**config.mk**
```make
export PLATFORM = sky130hd
export DESIGN_NAME = image_loader
export DESIGN_NICKNAME = d
export VERILOG_FILES = /design/src/rtl/image_loader.sv
export SDC_FILE = /design/constraint.sdc
export NUM_CORES = 1
export LEC_CHECK = 0
export BUFFER_PORTS_ARGS = -buffer_cell sky130_fd_sc_hd__buf_2
export CORE_AREA = 2 2 313 315
export DETAILED_ROUTE_END_ITERATION = 10
export DIE_AREA = 0 0 315 317
export GPL_ROUTABILITY_DRIVEN = 0
export GPL_TIMING_DRIVEN = 1
export SYNTH_ARGS = -nofsm -noshare
export SYNTH_HDL_FRONTEND = slang
export SYNTH_SLANG_ARGS = --single-unit
export TNS_END_PERCENT = 5
```
**constraint.sdc**
```tcl
create_clock -name clk -period 2.8 [get_ports clk]
set_input_delay 0.14 -clock clk [delete_from_list [all_inputs] [get_ports clk]]
set_output_delay 0.14 -clock clk [all_outputs]
set_load 0.005 [all_outputs]
```
**src/rtl/image_loader.sv**
```systemverilog
// Receives a binarised image word-by-word while the control FSM is in LOAD,
// packs BUS_W pixels per accepted word into a flat buffer and pulses load_done.
module image_loader #(
  parameter int          IMG_W     = 28,
  parameter int          IMG_H     = 28,
  parameter int          BUS_W     = 8,
  parameter logic [2:0]  LOAD_CODE = 3'b001,
  localparam int         NPIX      = IMG_W * IMG_H,
  localparam int         NWORDS    = (NPIX + BUS_W - 1) / BUS_W,
  localparam int         CNT_W     = $clog2(NWORDS + 1)
) (
  input  logic             clk,
  input  logic             rst_n,
  input  logic [2:0]       fsm_state,
  input  logic [BUS_W-1:0] in_data,
  input  logic             in_valid,
  output logic             in_ready,
  output logic             load_done,
  output logic [CNT_W-1:0] word_cnt,
  output logic [NPIX-1:0]  pixels
);

  localparam logic [1:0] IDLE = 2'd0;
  localparam logic [1:0] RECV = 2'd1;
  localparam logic [1:0] DONE = 2'd2;

  localparam logic [CNT_W-1:0] LAST = CNT_W'(NWORDS - 1);

  logic [1:0]       state_q, state_d;
  logic [CNT_W-1:0] word_cnt_q, word_cnt_d;
  logic             load_done_q, load_done_d;
  logic [NPIX-1:0]  pixels_q, pixels_d;
  logic [NWORDS-1:0] wr_word;
  logic             is_load;
  logic             accept;

  assign is_load = (fsm_state == LOAD_CODE);
  // Leaving LOAD takes priority over a word presented on the same edge.
  assign accept  = (state_q == RECV) && is_load && in_valid;

  always_comb begin
    state_d     = state_q;
    word_cnt_d  = word_cnt_q;
    load_done_d = 1'b0;
    case (state_q)
      IDLE: if (is_load) begin
        state_d    = RECV;
        word_cnt_d = '0;
      end
      RECV: begin
        if (!is_load) begin
          state_d = IDLE;
        end else if (in_valid) begin
          word_cnt_d = word_cnt_q + 1'b1;
          if (word_cnt_q == LAST) begin
            state_d     = DONE;
            load_done_d = 1'b1;
          end
        end
      end
      DONE: if (!is_load) state_d = IDLE;
      default: state_d = IDLE;
    endcase
  end

  // One write enable per word slot; bits beyond NPIX in the last word are dropped.
  for (genvar k = 0; k < NWORDS; k++) begin : g_word
    assign wr_word[k] = accept && (word_cnt_q == CNT_W'(k));
    for (genvar i = 0; i < BUS_W; i++) begin : g_bit
      if (k * BUS_W + i < NPIX) begin : g_keep
        assign pixels_d[k*BUS_W+i] = wr_word[k] ? in_data[i] : pixels_q[k*BUS_W+i];
      end
    end
  end

  always_ff @(posedge clk or negedge rst_n) begin
    if (!rst_n) begin
      state_q     <= IDLE;
      word_cnt_q  <= '0;
      load_done_q <= 1'b0;
      pixels_q    <= '0;
    end else begin
      state_q     <= state_d;
      word_cnt_q  <= word_cnt_d;
      load_done_q <= load_done_d;
      pixels_q    <= pixels_d;
    end
  end

  assign in_ready  = (state_q == RECV);
  assign load_done = load_done_q;
  assign word_cnt  = word_cnt_q;
  assign pixels    = pixels_q;

endmodule
```
==> flow_summary_export.csv, run 1 <==
group,metric,value,unit
place,place_hpwl,74900,microns
setup_path,worst-setup-path-type,"reg2reg",
setup_path,critical_path_arrival,3.18,ns
clock_network,cts_inserted_buffers,86,
clock_network,cts_tree,"done",
global_route,met1_usage_in_global_routing,26.3,%
clock_network,tritoncts_num_sinks,794,
global_route,grt_start_max_net_pins,98,
synthesis,synth_fp_nets,1904,
global_route,global_route_track_usage_on_met3,5.52,%
drt,routed-via-count,20323,
floorplanning,initial_core_util,32.8,%
floorplanning,die_y,317,microns
synthesis,synth_flop_cell,"sky130_fd_sc_hd__dfrtp_1",
synthesis,edff_count_synth,0,
timing,timing.clock.skew,0.0127,ns
global_route,antenna_found_initial,6,
drt,drt_drc_violations_left,0,
floorplanning,design.die.area,99900,sq um
global_route,grt_busiest_layer,"met2",
drt,detail-route-antenna-nets,0,
clock_network,cts.clk_slew.worst_paths,0.06,ns
timing,period_minus_slack,2.65,ns
layout,finish.utilization,42.4,%
drt,wl_per_cell,26.2,microns
synthesis,asyncSetResetFlopFracSynth,100,%
drt,detail_route.vias_per_cell,4.93,
timing,maxClockFrequency,0.377,GHz
clock_network,h-tree-depth,3,
floorplanning,pin_count,807,
synthesis,postSynthCellCount,1886,
layout,layout.nets,2790,
setup_path,required,3.32,ns
place,place_inst,3953,
timing,worst_margin_pin_slew,0.819,ns
timing,share_of_the_cycle_needed_by_the_critical_path_after_routing,94.8,%
pwr,worst_ir_drop_vdd,0.376,mV
drt,drt_first_pass_iters,5,
synthesis,yosysWarningCount,0,
synthesis,syn_avg_cell_area,16.8,sq um
layout,multi_input_comb_area,11200,sq um
synthesis,synth.ff_latch_count,794,
setup_path,endpoint_kind,"flop",
drt,detailedRoute.firstIterationViolations,1045,
global_route,grt_overflow_total,0,
floorplanning,die_width,315,microns
clock_network,clock_latency,0.64,ns
synthesis,synth.yosys.seq_area_share,62.8,%
floorplanning,rows,114,
layout,final_layout_size_suffix_gt1_share,68.4,%
synthesis,netlist_area,31600,sq um
layout,stdcell_count,4119,
drt,totalWireLength,108000,microns
timing,final_hold_viol_count,0,
timing,report.final.slew_viol_count,0,
global_route,first_global_vias,21301,
timing,grt_setup_unrepaired,"false",
layout,syn2layout_area_growth,29.1,%
timing,setup_total_negative_slack,0,ns
hold_path,hold_crit_class,"in2reg",
outcome,run_status,"finished clean",
global_route,grt_first_pass_wirelength,154000,microns
pwr,p_per_area,589,nW/um^2
place,port_buffers,806,
run,maxCapViolCount,0,
layout,ff_latch_area,19900,sq um
global_route,globalRouteMet2Util,34.8,%
timing,max-slew-margin-rel,45.0,%
clock_network,clock_tree.buffer_depth,3,
layout,layout.filler_cells,8796,
floorplanning,core-area,96300,sq um
timing,final-setup-viol-count,0,
clock_network,cts_root_buf,"sky130_fd_sc_hd__clkbuf_16",
setup_path,crit_path_max_fanout,8,
synthesis,synth_cell_type_count,36,
global_route,grtUsageTotal,21.1,%
setup_path,setup.worst_path.start_class,"flop",
pwr,p_leak,23.1,nW
==> worst max-delay path: stages (launching register included) <==
cell	delay, ns
sky130_fd_sc_hd__dfrtp_1	0.46
sky130_fd_sc_hd__ha_1	0.28
sky130_fd_sc_hd__or3b_2	0.47
sky130_fd_sc_hd__buf_4	0.25
sky130_fd_sc_hd__nor4_4	0.64
sky130_fd_sc_hd__mux2_2	0.41
==> path summary, 6_finish.rpt <==
| path | slack [ns] | end | startpoint | depth (start not counted) |
|---|---|---|---|---|
| setup / recovery | 0.15 | pixels[411] | word_cnt[0] | 5 |
| hold / removal | 0.06 | pixels[741] | in_data[5] | 2 |
| setup reg to reg | 0.15 | pixels[411] | word_cnt[0] | 5 |
| hold reg to reg | 0.50 | pixels[315] | pixels[315] | 1 |
| max in group asynchronous | 1.69 | pixels[693] | rst_n | 3 |
| min in group asynchronous | 0.11 | pixels[321] | rst_n | 2 |
==> repair_timing <==
| item | in CTS | in global routing |
|---|---|---|
| buffers inserted | 0 | 1 |
| endpoints found under the hold margin | 182 | 0 |
| endpoints found under the setup margin | 0 | 56 |
| hold buffers | 6 | 0 |
| resized for setup | 0 | 2 |
==> layout by cell type (no fill, tap or decap), types with 4 or more instances in the layout <==
cell	count
sky130_fd_sc_hd__inv_1	4
sky130_fd_sc_hd__mux2_2	784
sky130_fd_sc_hd__inv_6	4
sky130_fd_sc_hd__clkinvlp_4	5
sky130_fd_sc_hd__nand3b_1	10
sky130_fd_sc_hd__dlygate4sd3_1	6
sky130_fd_sc_hd__bufinv_16	8
sky130_fd_sc_hd__clkinv_2	22
sky130_fd_sc_hd__clkbuf_8	13
sky130_fd_sc_hd__or3b_2	4
sky130_fd_sc_hd__buf_2	797
sky130_fd_sc_hd__buf_12	21
sky130_fd_sc_hd__o21ai_0	4
sky130_fd_sc_hd__nand4_1	20
sky130_fd_sc_hd__mux2i_1	4
sky130_fd_sc_hd__dfrtp_1	794
sky130_fd_sc_hd__nor4_4	79
sky130_fd_sc_hd__clkbuf_16	88
sky130_fd_sc_hd__buf_4	105
sky130_fd_sc_hd__nor2_1	4
sky130_fd_sc_hd__ha_1	4
sky130_fd_sc_hd__nor3b_1	4
sky130_fd_sc_hd__clkbuf_1	13
==> logic make-up after synthesis <==
group           share of synthesized area [%]
simple gates                             6.91
compound gates                          0.229
fa+ha+maj                               0.158
buf+inv                                  1.84
mux                                      28.0
flops                                    62.8
==> registers in the layout, indices dropped and copies added (netlist names) <==
name and cells:
word_cnt 7, load_done 1, pixels 784, state_q 2
==> power breakdown <==
group / internal [mW] / switching, mW / total, mW
Clock: 6.85 / 4.70 / 11.6
Combinational: 0.200 / 0.741 / 0.940
Sequential: 11.5 / 0.0295 / 11.5
Total: 18.6 / 5.47 / 24.0
==> layer usage <==
metal	share of wire, %	up-vias
met5	0.011	-
met4	3.5	2
met3	6.9	179
met2	49	704
met1	41	10847
li1	-	8591
==> cell usage after synthesis, types with 2 or more instances <==
| master | count | area (sq um) |
|---|---|---|
| sky130_fd_sc_hd__inv_1 | 4 | 15.0 |
| sky130_fd_sc_hd__and3b_1 | 2 | 17.5 |
| sky130_fd_sc_hd__or3b_2 | 7 | 61.3 |
| sky130_fd_sc_hd__o21ai_0 | 4 | 20.0 |
| sky130_fd_sc_hd__buf_6 | 4 | 45.0 |
| sky130_fd_sc_hd__buf_2 | 26 | 130 |
| sky130_fd_sc_hd__ha_1 | 4 | 50.1 |
| sky130_fd_sc_hd__nor3b_1 | 5 | 37.5 |
| sky130_fd_sc_hd__nand3b_1 | 10 | 75.1 |
| sky130_fd_sc_hd__or3_1 | 3 | 18.8 |
| sky130_fd_sc_hd__o31ai_1 | 2 | 15.0 |
| sky130_fd_sc_hd__nand3_1 | 4 | 20.0 |
| sky130_fd_sc_hd__dfrtp_1 | 794 | 19900 |
| sky130_fd_sc_hd__a21oi_1 | 3 | 15.0 |
| sky130_fd_sc_hd__mux2i_1 | 4 | 40.0 |
| sky130_fd_sc_hd__o21bai_1 | 3 | 22.5 |
| sky130_fd_sc_hd__clkbuf_1 | 95 | 357 |
| sky130_fd_sc_hd__and4b_1 | 2 | 20.0 |
| sky130_fd_sc_hd__nor4_4 | 79 | 1680 |
| sky130_fd_sc_hd__nor4_1 | 2 | 12.5 |
| sky130_fd_sc_hd__nor2_1 | 4 | 15.0 |
| sky130_fd_sc_hd__or4_1 | 2 | 15.0 |
| sky130_fd_sc_hd__buf_1 | 5 | 18.8 |
| sky130_fd_sc_hd__nand4_1 | 20 | 125 |
| sky130_fd_sc_hd__buf_4 | 2 | 15.0 |
| sky130_fd_sc_hd__mux2_2 | 784 | 8830 |
| sky130_fd_sc_hd__nand2b_1 | 2 | 12.5 |
| sky130_fd_sc_hd__nand2_1 | 2 | 7.51 |
==> area by class of cell <==
class                           count  share of cell area (%)
Sequential cell                   794                    48.6
Multi-Input combinational cell    956                    27.4
Timing Repair Buffer              930                    12.9
Clock buffer                      114                    5.95
Tap cell                         1276                    3.91
Clock inverter                     42                    1.12
Inverter                            4                  0.0368
Antenna cell                        3                  0.0184
==> metrics by stage <==
stage	hold slack, ns	cell area [sq um]	total power [mW]	worst slack [ns]
final	0.0630	40800	24.0	0.147
after global routing	0.0398	40800	24.9	0.0387
after CTS	0.00206	40800	24.3	0.0248
after detailed placement	0.195	37900	12.7	0.0436
after global placement	0.197	37900	12.7	0.149
after floorplan	-0.156	31600	12.1	0.339
No activity file was read; power rests on OpenSTA's default activity.
==> inputs of run 2 (changes only) <==
Settings changed: CELL_PAD_IN_SITES_DETAIL_PLACEMENT from default to 1, CELL_PAD_IN_SITES_GLOBAL_PLACEMENT from default to 1, CORE_AREA 2 2 313 315 to 2 2 314 316, DIE_AREA 0 0 315 317 to 0 0 316 318, PLACE_DENSITY_LB_ADDON from default to 0.1.
==> run 2 against run 1 <==
Effect of this change:
- total power increased by 4.3%
- utilization is 0.13 points higher
- combinational power fell by 0.5%
- hold slack lost 0.0057 ns
- sequential share of layout area is 0.71 points lower
- via count is 0.21% lower
- first-iteration DRC count fell by 27%
- critical endpoint is now pixels[662]
- largest power group unchanged
==> flow_summary_export.csv, run 2 (synthesis gave the netlist of run 1 again) <==
group,metric,value,unit
place,port_buffers,806,
timing,period_minus_slack,2.68,ns
hold_path,hold_crit_class,"in2async",
layout,layout.filler_cells,9871,
pwr,power.share.sequential,46.1,%
floorplanning,core-area,97400,sq um
timing,share_of_the_cycle_needed_by_the_critical_path_after_routing,95.7,%
layout,layout.nets,2827,
setup_path,cp_cell_sequence,"inv_1 -> ha_1 -> or3b_2 -> nor4_4 -> mux2_2",
drt,drt_drc_violations_left,0,
floorplanning,pin_count,807,
pwr,p_per_area,605,nW/um^2
pwr,power_switching_share,22.2,%
timing,grt_setup_unrepaired,"false",
layout,final_layout_size_suffix_gt1_share,68.6,%
clock_network,cts_inserted_buffers,91,
layout,number_of_flip_flops_under_the_largest_register_name,784,
setup_path,worstReg2RegEnd,"pixels[662]",
pwr,power_frac_clock,50.2,%
setup_path,worst_path_max_delay_cell,"sky130_fd_sc_hd__or3b_2",
outcome,run_status,"finished clean",
drt,detailedRoute.firstIterationViolations,763,
setup_path,critical_path.top_delay_family,"simple AND/OR/NAND/NOR gates",
global_route,grt_overflow_total,0,
drt,drt_first_pass_iters,5,
layout,syn2layout_area_growth,31.0,%
pwr,share_comb_of_total_power,3.7,%
timing,timing.clock.skew,0.0224,ns
clock_network,clock_tree.buffer_depth,3,
pwr,worst_ir_drop_vdd,0.386,mV
setup_path,setup.worst_path.start_class,"flop",
layout,finish.utilization,42.5,%
setup_path,worst-r2r-cell-count,5,
layout,top_library_cells_by_usage_in_the_layout_fill_and_taps_aside,"sky130_fd_sc_hd__buf_2, sky130_fd_sc_hd__dfrtp_1, sky130_fd_sc_hd__mux2_2",
timing,maxClockFrequency,0.373,GHz
drt,detail-route-antenna-nets,0,
floorplanning,die_y,318,microns
timing,final.setup.worst_slack,0.121,ns
setup_path,reg2reg_setup_slack,0.12,ns
clock_network,tritoncts_num_sinks,794,
timing,final-setup-viol-count,0,
global_route,grt_first_pass_wirelength,167000,microns
run,maxCapViolCount,0,
setup_path,critical_path_arrival,3.20,ns
timing,max-slew-margin-rel,40.9,%
clock_network,cts_root_buf,"sky130_fd_sc_hd__clkbuf_16",
floorplanning,initial_core_util,32.5,%
place,place_ws,0.0558,ns
clock_network,h-tree-depth,3,
pwr,internal-power,19.5,mW
global_route,grt_start_max_net_pins,99,
timing,final_hold_viol_count,0,
timing,worst_margin_pin_slew,0.887,ns
setup_path,endpoint_kind,"flop",
clock_network,cts.clk_slew.worst_paths,0.06,ns
global_route,antenna_found_initial,1,
place,place_hpwl,81400,microns
layout,layout.cells.most_common,"sky130_fd_sc_hd__buf_2",
setup_path,crit-reg2reg-launch,"word_cnt[0]",
drt,totalWireLength,116000,microns
floorplanning,rows,115,
drt,wl_per_cell,27.8,microns
setup_path,required,3.32,ns
setup_path,crit_buf_inv,1,
global_route,grtUsageTotal,22.9,%
floorplanning,design.die.area,100000,sq um
setup_path,crit_path_max_fanout,8,
timing,report.final.slew_viol_count,0,
setup_path,critical_path.max_stage_delay,0.76,ns
global_route,first_global_vias,21989,
drt,routed-via-count,20281,
floorplanning,die_width,316,microns
pwr,power.total,25.1,mW
clock_network,clock_latency,0.65,ns
pwr,switching_power,5.56,mW
drt,detail_route.vias_per_cell,4.86,
pwr,p_leak,23.4,nW
timing,setup_total_negative_slack,0,ns
clock_network,cts_tree,"done",
setup_path,worst-setup-path-type,"reg2reg",
==> run 2: cell count changes in the layout (fill, tap and decap cells not counted), sizes merged <==
| cell | change |
|---|---|
| clkinvlp | -4 |
| buf | +33 |
| diode | -2 |
| dlygate4sd3 | -1 |
| clkbuf | +29 |
| inv | -3 |
| bufinv | +1 |
| clkinv | -13 |
==> run 2: stage by stage <==
step	area (sq um)	hold WS [ns]	instances
after floorplan	31600	-0.156	1886
after global placement	38200	0.210	3996
after detailed placement	38200	0.224	3996
after CTS	41400	0.0550	4167
after global routing	41400	0.0795	4169
final	41400	0.0573	4170
==> run 2: repair_timing <==
item | in CTS | in global routing
buffers inserted | 0 | 2
gates resized for setup | 0 | 1
hold endpoints to repair | 49 | 0
hold buffers | 5 | 0
setup endpoints to repair | 0 | 74
==> run 2: worst reg2reg max path: cells and delay by family, from the launching register on <==
family / cells / cell delay, ns
simple gates: 2 / 1.34
fa+ha+maj: 1 / 0.22
buf+inv: 1 / 0.15
mux: 1 / 0.40
flops: 1 / 0.45
==> run 2: layout make-up <==
type | instances | area (sq um) | share of cell area, %
sequential | 794 | 19900 | 47.9
clock inverter | 23 | 350 | 0.845
tap | 1287 | 1610 | 3.89
timing repair buffer | 962 | 5550 | 13.4
inverter | 4 | 15.0 | 0.0362
antenna | 1 | 2.50 | 0.00604
clock buffer | 143 | 2860 | 6.90
multi-input combinational | 956 | 11200 | 27.0
==> run 2: how the worst max path moves through the flow <==
stage	from	slack [ns]	cells past startpoint	endpoint
detailed placement	word_cnt[0]	0.06	5	pixels[645]
finish	word_cnt[0]	0.12	5	pixels[662]
global route	word_cnt[0]	0.007	5	pixels[662]
global placement	word_cnt[1]	0.17	5	pixels[643]
CTS	word_cnt[0]	0.03	5	pixels[645]
floorplan	word_cnt[0]	0.34	6	pixels[0]
==> run 2: power by group through the flow <==
stage          logic, mW  registers [mW]  clock network [mW]
2_1_floorplan      0.311            11.8                   0
3_3_place_gp       0.951            11.8                   0
3_5_place_dp       0.963            11.8                   0
4_1_cts            0.971            11.6                13.0
5_1_grt             1.02            11.5                13.4
6_report           0.935            11.6                12.6
==> run 2: routing by layer <==
| metal | wire length, microns | vias up | global-route usage (%) |
|---|---|---|---|
| li1 | - | 8641 | - |
| met1 | 45800 | 10873 | 27.2 |
| met2 | 58300 | 615 | 39.4 |
| met3 | 7930 | 152 | 6.29 |
| met4 | 3870 | 0 | 8.05 |
| met5 | 0 | - | 0 |
==> inputs of run 3 (changes only) <==
Settings changed: RECOVER_POWER from default to 25.
==> run 3 against run 2 <==
Effect of this change:
- the flow now finishes with violations (max-capacitance violations, max-slew violations)
- utilization about the same
- combinational power about the same
- routed wire length about the same
- sequential share of layout area about the same
- clock skew decreased by 0.00056 ns
- clock power about the same
- first-iteration DRC count increased by 0.13%
- critical path depth unchanged
- die area unchanged
- hold slack improved by 0.031 ns
- design area about the same
- critical endpoint unchanged
- highest routed layer unchanged
==> flow_summary_export.csv, run 3 (synthesis gave the netlist of run 1 again) <==
group,metric,value,unit
timing,final-setup-viol-count,0,
layout,syn2layout_area_growth,30.9,%
timing,worst_margin_pin_slew,2.62,ns
global_route,antenna_found_initial,1,
floorplanning,rows,115,
clock_network,cts_tree,"done",
timing,period_minus_slack,2.67,ns
floorplanning,design.die.area,100000,sq um
layout,layout.filler_cells,9877,
global_route,grt_start_max_net_pins,99,
place,port_buffers,806,
layout,layout.nets,2827,
pwr,worst_ir_drop_vdd,0.385,mV
setup_path,worst-setup-path-type,"reg2reg",
drt,detailedRoute.firstIterationViolations,764,
global_route,grtUsageTotal,22.9,%
global_route,grt_first_pass_wirelength,167000,microns
global_route,first_global_vias,21989,
floorplanning,core-area,97400,sq um
drt,totalWireLength,116000,microns
run,maxCapViolCount,1,
timing,max-slew-margin-rel,-74.9,%
layout,top_library_cells_by_usage_in_the_layout_fill_and_taps_aside,"sky130_fd_sc_hd__buf_2, sky130_fd_sc_hd__dfrtp_1, sky130_fd_sc_hd__mux2_2",
timing,share_of_the_cycle_needed_by_the_critical_path_after_routing,95.4,%
clock_network,h-tree-depth,3,
layout,number_of_flip_flops_under_the_largest_register_name,784,
clock_network,cts.clk_slew.worst_paths,0.06,ns
setup_path,critical_path_arrival,3.20,ns
outcome,run_status,"finished with violations",
clock_network,cts_root_buf,"sky130_fd_sc_hd__clkbuf_16",
pwr,p_per_area,606,nW/um^2
setup_path,required,3.32,ns
setup_path,endpoint_kind,"flop",
clock_network,tritoncts_num_sinks,794,
hold_path,hold_crit_class,"in2reg",
clock_network,clock_tree.buffer_depth,3,
layout,final_layout_size_suffix_gt1_share,68.5,%
drt,wl_per_cell,27.8,microns
floorplanning,die_width,316,microns
layout,multi_input_comb_area,11200,sq um
floorplanning,initial_core_util,32.5,%
drt,detail_route.vias_per_cell,4.86,
outcome,violations,"max-capacitance violations, max-slew violations",
layout,layout.cells.most_common,"sky130_fd_sc_hd__buf_2",
place,place_hpwl,81400,microns
clock_network,cts_inserted_buffers,91,
floorplanning,die_y,318,microns
drt,detail-route-antenna-nets,0,
drt,routed-via-count,20253,
setup_path,setup.worst_path.start_class,"flop",
timing,report.final.slew_viol_count,58,
timing,maxClockFrequency,0.374,GHz
clock_network,clock_latency,0.65,ns
drt,drt_drc_violations_left,0,
drt,drt_first_pass_iters,4,
floorplanning,pin_count,807,
timing,final_hold_viol_count,0,
global_route,grt_overflow_total,0,
timing,timing.clock.skew,0.0218,ns
setup_path,crit_path_max_fanout,8,
pwr,p_leak,23.4,nW
timing,setup_total_negative_slack,0,ns
layout,ff_latch_area,19900,sq um
timing,grt_setup_unrepaired,"false",
pwr,power.total,25.1,mW
## run 3: changes by cell type in the layout (fill, tap and decap cells not counted), sizes merged
cell    previous run  this run
buf              957       949
clkbuf           143       151
## run 3: critical path: stages, from the launching register on
cell and delay [ns]:
sky130_fd_sc_hd__dfrtp_1 0.45, sky130_fd_sc_hd__inv_1 0.15, sky130_fd_sc_hd__ha_1 0.22, sky130_fd_sc_hd__or3b_2 0.75, sky130_fd_sc_hd__nor4_4 0.57, sky130_fd_sc_hd__mux2_2 0.40
## run 3: metrics by stage
step | setup WS (ns) | cells | hold WS, ns | util [%] | instance area [sq um]
2_1_floorplan | 0.339 | 1886 | -0.156 | - | 31600
3_3_place_gp | 0.169 | 3996 | 0.210 | 39.2 | 38200
3_5_place_dp | 0.0558 | 3996 | 0.224 | 39.2 | 38200
4_1_cts | 0.0339 | 4167 | 0.0550 | 42.5 | 41400
5_1_grt | 0.00694 | 4169 | 0.0795 | 42.5 | 41400
6_report | 0.129 | 4170 | 0.0880 | 42.5 | 41400
## run 3: report_power, final
part	internal, mW	switching (mW)	total [mW]
clock network	7.81	4.79	12.6
logic	0.199	0.735	0.933
registers	11.5	0.0367	11.6
## run 3: final cells by class
class | count | area share [%]
Sequential cell | 794 | 48.0
Timing Repair Buffer | 962 | 13.3
Inverter | 4 | 0.0363
Clock buffer | 143 | 6.91
Clock inverter | 23 | 0.846
Tap cell | 1287 | 3.89
Antenna cell | 1 | 0.00604
Multi-Input combinational cell | 956 | 27.0
## run 3: timing repair
action / in CTS / in global routing
hold buffers: 5 / 0
endpoints found under the setup margin: 0 / 74
setup buffers: 0 / 2
hold endpoints to repair: 49 / 0
resized for setup: 0 / 1
## run 3: path summary, 6_finish.rpt
| check | end | cells after the start | start | slack, ns |
|---|---|---|---|---|
| max in group asynchronous | pixels[642] | 3 | rst_n | 0.37 |
| worst max-delay path | pixels[662] | 5 | word_cnt[0] | 0.13 |
| min in group asynchronous | pixels[527] | 2 | rst_n | 0.80 |
| worst min-delay path | pixels[755] | 2 | in_data[3] | 0.09 |
| worst min register to register | pixels[604] | 1 | pixels[604] | 0.50 |
| worst max register to register | pixels[662] | 5 | word_cnt[0] | 0.13 |
## run 3: layer usage
| metal | up-vias | part of all wire [%] | track usage (%) |
|---|---|---|---|
| met1 | 10851 | 39 | 27.2 |
| met5 | - | 0 | 0 |
| met4 | 0 | 3.4 | 8.05 |
| met3 | 151 | 6.9 | 6.29 |
| met2 | 609 | 50 | 39.4 |
| li1 | 8642 | - | - |
